File: config.mk
export PLATFORM = sky130hd
export DESIGN_NAME = pc_fetch_flat
export DESIGN_NICKNAME = d
export VERILOG_FILES = /design/src/rtl/pc_fetch_if.sv /design/src/rtl/pc_fetch.sv /design/src/flat_wrapper.sv
export SDC_FILE = /design/constraint.sdc
export NUM_CORES = 1
export LEC_CHECK = 0
export CORE_MARGIN = 2
export CORE_UTILIZATION = 36
export DETAILED_ROUTE_END_ITERATION = 8
export GPL_ROUTABILITY_DRIVEN = 0
export MAX_ROUTING_LAYER = met4
export PLACE_DENSITY = 0.8
export SYNTH_ARGS = -nofsm -noshare
export SYNTH_HDL_FRONTEND = slang
export SYNTH_SLANG_ARGS = --single-unit
File: constraint.sdc
create_clock -name clk -period 2.33 [get_ports clk]
set_input_delay 0.466 -clock clk [delete_from_list [all_inputs] [get_ports clk]]
set_output_delay 0.466 -clock clk [all_outputs]
set_load 0.005 [all_outputs]
File: src/rtl/pc_fetch_if.sv
// pc_fetch_if: fetch unit bus to decode, jump selector and instruction memory
interface pc_fetch_if;
    logic [31:0] newdir;
    logic        stall;
    logic        instr_ack;
    logic        imem_ready;
    logic [31:0] imem_rdata;
    logic        imem_req;
    logic [31:0] imem_addr;
    logic [31:0] pc;
    logic [31:0] pcadded;
    logic [31:0] instr;
    logic        instr_valid;
    logic [27:0] fjump;
    logic        misalign;
    modport master (
        input  newdir, stall, instr_ack, imem_ready, imem_rdata,
        output imem_req, imem_addr, pc, pcadded, instr, instr_valid, fjump, misalign
    );
    modport slave (
        output newdir, stall, instr_ack, imem_ready, imem_rdata,
        input  imem_req, imem_addr, pc, pcadded, instr, instr_valid, fjump, misalign
    );
endinterface

File: src/rtl/pc_fetch.sv
// pc_fetch: program counter and instruction fetch with decode accept handshake
module pc_fetch #(
    parameter logic [31:0] RESET_PC = 32'h0000_0000
) (
    input logic clk,
    input logic reset,
    pc_fetch_if.master bus
);
    typedef enum logic [1:0] {FETCH, ISSUE, HALT} state_t;
    state_t state;
    logic [31:0] pc_q, instr_q;
    logic req_q, valid_q, misalign_q;
    wire accept = bus.instr_ack && !bus.stall;
    always_ff @(posedge clk) begin
        if (reset) begin
            state      <= FETCH;
            pc_q       <= RESET_PC;
            instr_q    <= '0;
            misalign_q <= 1'b0;
            req_q      <= 1'b1;
            valid_q    <= 1'b0;
        end else if (state == FETCH && bus.imem_ready) begin
            instr_q <= bus.imem_rdata;
            state   <= ISSUE;
            req_q   <= 1'b0;
            valid_q <= 1'b1;
        end else if (state == ISSUE && accept) begin
            // an unaligned target parks the unit until reset
            if (bus.newdir[1:0] == 2'b00) begin
                pc_q    <= bus.newdir;
                state   <= FETCH;
                req_q   <= 1'b1;
                valid_q <= 1'b0;
            end else begin
                misalign_q <= 1'b1;
                state      <= HALT;
                req_q      <= 1'b0;
                valid_q    <= 1'b0;
            end
        end
    end
    assign bus.imem_req    = req_q;
    assign bus.imem_addr   = pc_q;
    assign bus.pc          = pc_q;
    assign bus.pcadded     = pc_q + 32'd4;
    assign bus.instr       = instr_q;
    assign bus.instr_valid = valid_q;
    assign bus.fjump       = {instr_q[25:0], 2'b00};
    assign bus.misalign    = misalign_q;
endmodule

File: src/flat_wrapper.sv
// flat-port wrapper written by rule: the top's interface ports become plain ports
module pc_fetch_flat 
#(
    parameter logic [31:0] RESET_PC = 32'h0000_0000
)
  (clk, reset, bus_newdir, bus_stall, bus_instr_ack, bus_imem_ready, bus_imem_rdata, bus_imem_req, bus_imem_addr, bus_pc, bus_pcadded, bus_instr, bus_instr_valid, bus_fjump, bus_misalign);
  pc_fetch_if bus_i ();
  input logic clk;
  input logic reset;
  input wire logic [$bits(bus_i.newdir)-1:0] bus_newdir;
  input wire logic [$bits(bus_i.stall)-1:0] bus_stall;
  input wire logic [$bits(bus_i.instr_ack)-1:0] bus_instr_ack;
  input wire logic [$bits(bus_i.imem_ready)-1:0] bus_imem_ready;
  input wire logic [$bits(bus_i.imem_rdata)-1:0] bus_imem_rdata;
  output wire logic [$bits(bus_i.imem_req)-1:0] bus_imem_req;
  output wire logic [$bits(bus_i.imem_addr)-1:0] bus_imem_addr;
  output wire logic [$bits(bus_i.pc)-1:0] bus_pc;
  output wire logic [$bits(bus_i.pcadded)-1:0] bus_pcadded;
  output wire logic [$bits(bus_i.instr)-1:0] bus_instr;
  output wire logic [$bits(bus_i.instr_valid)-1:0] bus_instr_valid;
  output wire logic [$bits(bus_i.fjump)-1:0] bus_fjump;
  output wire logic [$bits(bus_i.misalign)-1:0] bus_misalign;
  assign bus_i.newdir = bus_newdir;
  assign bus_i.stall = bus_stall;
  assign bus_i.instr_ack = bus_instr_ack;
  assign bus_i.imem_ready = bus_imem_ready;
  assign bus_i.imem_rdata = bus_imem_rdata;
  assign bus_imem_req = bus_i.imem_req;
  assign bus_imem_addr = bus_i.imem_addr;
  assign bus_pc = bus_i.pc;
  assign bus_pcadded = bus_i.pcadded;
  assign bus_instr = bus_i.instr;
  assign bus_instr_valid = bus_i.instr_valid;
  assign bus_fjump = bus_i.fjump;
  assign bus_misalign = bus_i.misalign;
  pc_fetch #(.RESET_PC(RESET_PC)) u_core (.clk(clk), .reset(reset), .bus(bus_i));
endmodule
==> results of run 1 <==
==> critical path, stage by stage (launching register included) <==
cell	delay [ps]
dfxtp_4	380
ha_4	150
nand2_4	50
nor4_4	250
buf_4	180
buf_4	110
nand3_1	80
xnor2_1	160
buf_2	140
==> area by class of cell <==
type / count / area (um^2)
Clock buffer: 13 / 169
Clock inverter: 3 / 67.6
Fill cell: 761 / 3280
Inverter: 4 / 15.0
Multi-Input combinational cell: 276 / 1530
Sequential cell: 68 / 1380
Tap cell: 111 / 139
Timing Repair Buffer: 276 / 2570
==> path summary, 6_finish.rpt <==
check,from,slack (ps),endpoint,cells past startpoint
setup / recovery,u_core.bus.imem_addr[3],20,bus_pcadded[28],8
hold / removal,u_core.bus.instr[27],450,u_core.bus.instr[27],2
setup reg to reg,u_core.state[1],790,u_core.bus.imem_addr[13],5
hold reg to reg,u_core.bus.instr[27],450,u_core.bus.instr[27],2
==> placed cells by master (no fill, tap or decap), drive strengths merged <==
cell type,count
clkdlybuf4s50,201
nand3,14
bufinv,2
nor3,2
a21oi,64
nand4bb,1
a311o,1
inv,4
clkinvlp,1
and3,5
clkbuf,18
o21ai,1
or2,1
nand2,132
nor3b,2
and4,4
buf,63
xnor2,24
conb,2
nor4bb,1
xor2,4
nor4,2
nor2,5
and2,1
dfxtp,68
nand4,7
ha,1
dlygate4sd2,6
clkdlybuf4s15,1
or3,2
==> report_power, final <==
part	switching [mW]	internal (mW)
Combinational	0.157	0.279
Sequential	0.0367	1.21
Clock	0.426	0.692
Total	0.620	2.18
==> flip-flops by register name, indices dropped and copies added (netlist names) <==
name and flops:
u_core.bus.misalign 1, u_core.bus.instr 32, u_core.bus.imem_req 1, u_core.bus.imem_addr 32, u_core.state 2
==> stage by stage <==
step | setup slack (ps) | TNS (ps) | total power [mW] | area, um^2 | util (%)
floorplan | 443 | 0 | 1.44 | 3380 | -
global placement | 67.8 | 0 | 1.70 | 5510 | 60.2
global route | -148 | -986 | 2.92 | 5870 | 64.1
CTS | -58.3 | -262 | 2.83 | 5830 | 63.7
detailed placement | 25.2 | 0 | 1.71 | 5510 | 60.2
finish | 20.1 | 0 | 2.80 | 5870 | 64.1
==> what timing repair did <==
item                                    CTS  global route
gates resized for setup                  62            39
setup buffers                            10             3
gates cloned                              0             0
endpoints found under the setup margin   23            19
pin swaps                                 7            22
==> layer usage <==
metal | part of all wire (%) | global-route usage (%) | routed length (um) | vias up
li1 | - | - | - | 1747
met2 | 53 | 37.0 | 5730 | 146
met4 | 2.1 | 8.32 | 227 | 0
met3 | 6.0 | 3.54 | 653 | 20
met1 | 39 | 23.7 | 4240 | 1659
met5 | 0 | - | 0 | -
==> cell families after synthesis <==
logic type	Yosys count
buf+inv	89
simple gates	179
xor+xnor	28
fa+ha+maj	1
other cells	1
flops	68
compound gates	66
==> flow_summary.toml, run 1 <==
[cells_and_area]
layout.nets = 705
antennaDiodeCount = 0
layout-drive-gt1-share_pct = 17.7
finalNonFillerCells = 751
area_growth_pct = 73.8

[drt]
routed_via_density = 4.76
wl_um = 10900
antenna_left = 0
dr.first_iter.drc_count = 109
avgRoutedWirePerCell_um = 14.5
vias = 3572
drc = 0
drt_pass1_iterations = 4

[setup_path]
critPathCaptureType = "output pin"
arrival_ps = 1840
criticalPathCategory = "flip-flop to output pin"
critPathMaxFanout = 5
required_ps = 1860
cp-start-kind = "flip-flop"

[clock_tree]
clk_pin_slew_ps = 70
cts_buffer_depth = 2
h-tree-depth = 3
clock_latency_ps = 330
cts_inserted_buffers = 9
cts_tree = "built"
cts_hold_repair.buffers = 0
clockRootBuffer = "clkbuf_8"
cts.sinks = 68

[timing]
hold_violations = 0
fin_crit_sh_pct = 99.1
fmaxAchievable_ghz = 0.433
layout_min_cycle_time_ps = 2310
grt_setup_unrepaired = "true"
whs_ps = 454
max_slew.worst_pin.slew_ps = 626
max_slew_margin_pct = 58.2
finalClockSkew_ps = 11.9
slew_violations = 0
setup_viol = 0

[floorplanning]
core_um2 = 9150
io_pins = 228
die-area_um2 = 10200
start_util_pct = 36.9
std_cell_rows = 35
die_h_um = 101
die_w_um = 101

[synthesis]
netlist_area_um2 = 3380
synth.top_cell.area_share_pct = 40.3
ys_ff_latch = 68
yosys_warnings = 0
async_reset_ff_share_pct = 0
synth.distinct_cells = 30
synth.avg_cell_area_um2 = 7.81
synth_xor_area_share_pct = 7.26
synth_compound_area_share_pct = 9.93
yosysMostFrequentCell = "nand2_1"
synth-simple-area-share_pct = 25.0
synthMuxAreaShare_pct = 0
synth-adder-area-share_pct = 0.371
synthFlopType = "dfxtp_1"
synthTopCellsByCount = "nand2_1 (132), dfxtp_1 (68), a21oi_1 (64), buf_4 (62), xnor2_1 (24)"
yosysSeqAreaShare_pct = 40.3
synth_top_family_by_area = "simple AND/OR/NAND/NOR gates"
syn_inst = 432
synth_edf_count = 0
yosysTopAreaCell = "dfxtp_1"
synth_area_leaders = "dfxtp_1 (40%), nand2_1 (15%), buf_4 (14%)"

[placement]
hpwl_um = 8050
port_buffers = 225
place_inst = 722

[hold_path]
holdCritPathClass = "flip-flop to flip-flop"

[power]
ir_drop_uv = 272
p_leak_nw = 2.30
power-per-cell-area_nw_per_um2 = 477

[grt]
grt-ovfl-total = 0
grt_max_degree = 37
grt_pass1_wl_um = 16700
first_global_vias = 3489
grtUsageTotal_pct = 21.0
antenna_found_initial = 0

[status]
status = "finished clean"

[job]
maxCapViolations = 0
No activity file was read; power rests on OpenSTA's default activity.
==> run 2, diff against run 1 <==
--- a/config.mk
+++ b/config.mk
@@ -7,8 +7,10 @@
 export LEC_CHECK = 0
 export CORE_MARGIN = 2
 export CORE_UTILIZATION = 36
+export CTS_CLUSTER_SIZE = 25
 export DETAILED_ROUTE_END_ITERATION = 8
 export GPL_ROUTABILITY_DRIVEN = 0
+export HOLD_SLACK_MARGIN = 0.03
 export MAX_ROUTING_LAYER = met4
 export PLACE_DENSITY = 0.8
 export SYNTH_ARGS = -nofsm -noshare
==> results of run 2 <==
No change in the layout: final DEF, timing and power equal those of run 1.
==> run 3, diff against run 2 <==
--- a/config.mk
+++ b/config.mk
@@ -13,6 +13,8 @@
 export HOLD_SLACK_MARGIN = 0.03
 export MAX_ROUTING_LAYER = met4
 export PLACE_DENSITY = 0.8
+export REMOVE_ABC_BUFFERS = 1
 export SYNTH_ARGS = -nofsm -noshare
 export SYNTH_HDL_FRONTEND = slang
 export SYNTH_SLANG_ARGS = --single-unit
+export TNS_END_PERCENT = 30
==> flow_summary.toml, run 3 (synthesis gave the netlist of run 1 again) <==
[power]
p_leak_nw = 2.32
ir_drop_uv = 337
power-per-cell-area_nw_per_um2 = 444

[hold_path]
hold_start = "u_core.bus.misalign"
holdCritPathClass = "flip-flop to flip-flop"
holdPathStages = 2
min_to = "u_core.bus.misalign"

[setup_path]
critPathCaptureType = "output pin"
required_ps = 1860
rr_worst_depth = 5
cp-start-kind = "flip-flop"
criticalPathCategory = "flip-flop to output pin"
arrival_ps = 1980
r2r_end = "u_core.bus.imem_addr[18]"
rr_startpoint = "u_core.state[1]"
r2r_setup_slack_ps = 780
critPathMaxFanout = 4

[timing]
layout_min_cycle_time_ps = 2440
fmaxAchievable_ghz = 0.410
grt_setup_unrepaired = "true"
whs_ps = 445
fin_crit_sh_pct = 105
hold_violations = 0
setup_viol = 10
setup_ws_ps = -111
slew_violations = 0
finalClockSkew_ps = 6.99

[clock_tree]
h-tree-depth = 3
clock_latency_ps = 330
cts.sinks = 68
clk_pin_slew_ps = 70
cts_buffer_depth = 2
cts_tree = "built"
clockRootBuffer = "clkbuf_8"
cts_inserted_buffers = 9

[grt]
grt_max_degree = 34
grt_pass1_wl_um = 16500
first_global_vias = 3432
grt-ovfl-total = 0
antenna_found_initial = 0
grtUsageTotal_pct = 21.0

[drt]
wl_um = 10800
vias = 3603
avgRoutedWirePerCell_um = 14.4
drt_pass1_iterations = 4
routed_via_density = 4.82
drc = 0
antenna_left = 0
dr.first_iter.drc_count = 105

[status]
violations = "setup timing"
status = "finished, violations left"

[cells_and_area]
final_area_um2 = 5860
final_common_cell = "clkdlybuf4s50_1"
layout.nets = 701
area_growth_pct = 73.5
antennaDiodeCount = 0
n_fill_cell = 747
layout-drive-gt1-share_pct = 15.6
layout_common_cells = "clkdlybuf4s50_1 (201), nand2_1 (131), a21oi_1 (64)"

[job]
maxCapViolations = 0

[floorplanning]
start_util_pct = 36.9
core_um2 = 9150
io_pins = 228
std_cell_rows = 35
die-area_um2 = 10200
die_w_um = 101
die_h_um = 101

[placement]
placed_cell_area_um2 = 5500
port_buffers = 225
hpwl_um = 7960
==> run 3: cell types whose count changed in the layout (fill, tap and decap cells not counted), sizes merged <==
cell           delta
buf               -8
clkbuf            -7
dlygate4sd2       +4
clkinv            +3
dlymetal6s2s      +3
clkdlybuf4s15     +2
bufinv            -1
==> run 3: timing repair <==
action / CTS / global route
setup buffers: 9 / 3
resized for setup: 64 / 17
pin swaps: 10 / 11
endpoints found under the setup margin: 24 / 23
hold buffers: 0 / 0
gates cloned: 0 / 0
==> run 3: worst max-delay path by stage <==
stage               slack (ps)  depth (start not counted)                     start                  endpoint
CTS                       -160                          9   u_core.bus.imem_addr[4]           bus_pcadded[22]
floorplan                  360                          4                 bus_stall  u_core.bus.imem_addr[10]
finish                    -110                          9   u_core.bus.imem_addr[7]           bus_pcadded[30]
global route              -210                          9   u_core.bus.imem_addr[7]           bus_pcadded[30]
detailed placement          40                          6  u_core.bus.imem_addr[11]           bus_pcadded[25]
global placement            60                          6  u_core.bus.imem_addr[12]           bus_pcadded[26]
==> run 3: cell type report <==
type,instances,area [um^2],share of cell area (%)
Multi-Input combinational cell,276,1520,26.0
Inverter,4,15.0,0.256
Tap cell,111,139,2.37
Clock buffer,11,131,2.24
Sequential cell,68,1380,23.6
Timing Repair Buffer,272,2620,44.7
Clock inverter,5,52.6,0.897
==> run 3: metal layers <==
layer  part of all wire, %  track usage, %
met1                    39            23.2
met2                    50            36.6
met3                   8.8            5.27
met4                   1.8            7.38
met5                     0               -
==> run 3: power by group <==
| part | internal [mW] | switching [mW] |
|---|---|---|
| clock network | 0.490 | 0.428 |
| registers | 1.21 | 0.0366 |
| logic | 0.280 | 0.159 |
| total | 1.98 | 0.624 |
==> run 3: per-stage QoR <==
stage | worst slack (ps) | total power, mW | util [%] | setup TNS [ps] | instances
final | -111 | 2.60 | 64.0 | -753 | 747
after global routing | -212 | 2.72 | 64.0 | -2430 | 747
after CTS | -159 | 2.63 | 63.2 | -881 | 744
after detailed placement | 37.5 | 1.71 | 60.1 | 0 | 719
after global placement | 55.3 | 1.71 | 60.1 | 0 | 719
after floorplan | 357 | 1.37 | - | 0 | 348
==> run 3: worst max-delay path: stages, from the launching register on <==
cell and delay, ps:
dfxtp_2 350, nand4_4 150, buf_6 160, nor4_4 280
buf_6 150, buf_12 100, buf_6 90, nand3_2 70
xnor2_1 170, buf_2 130
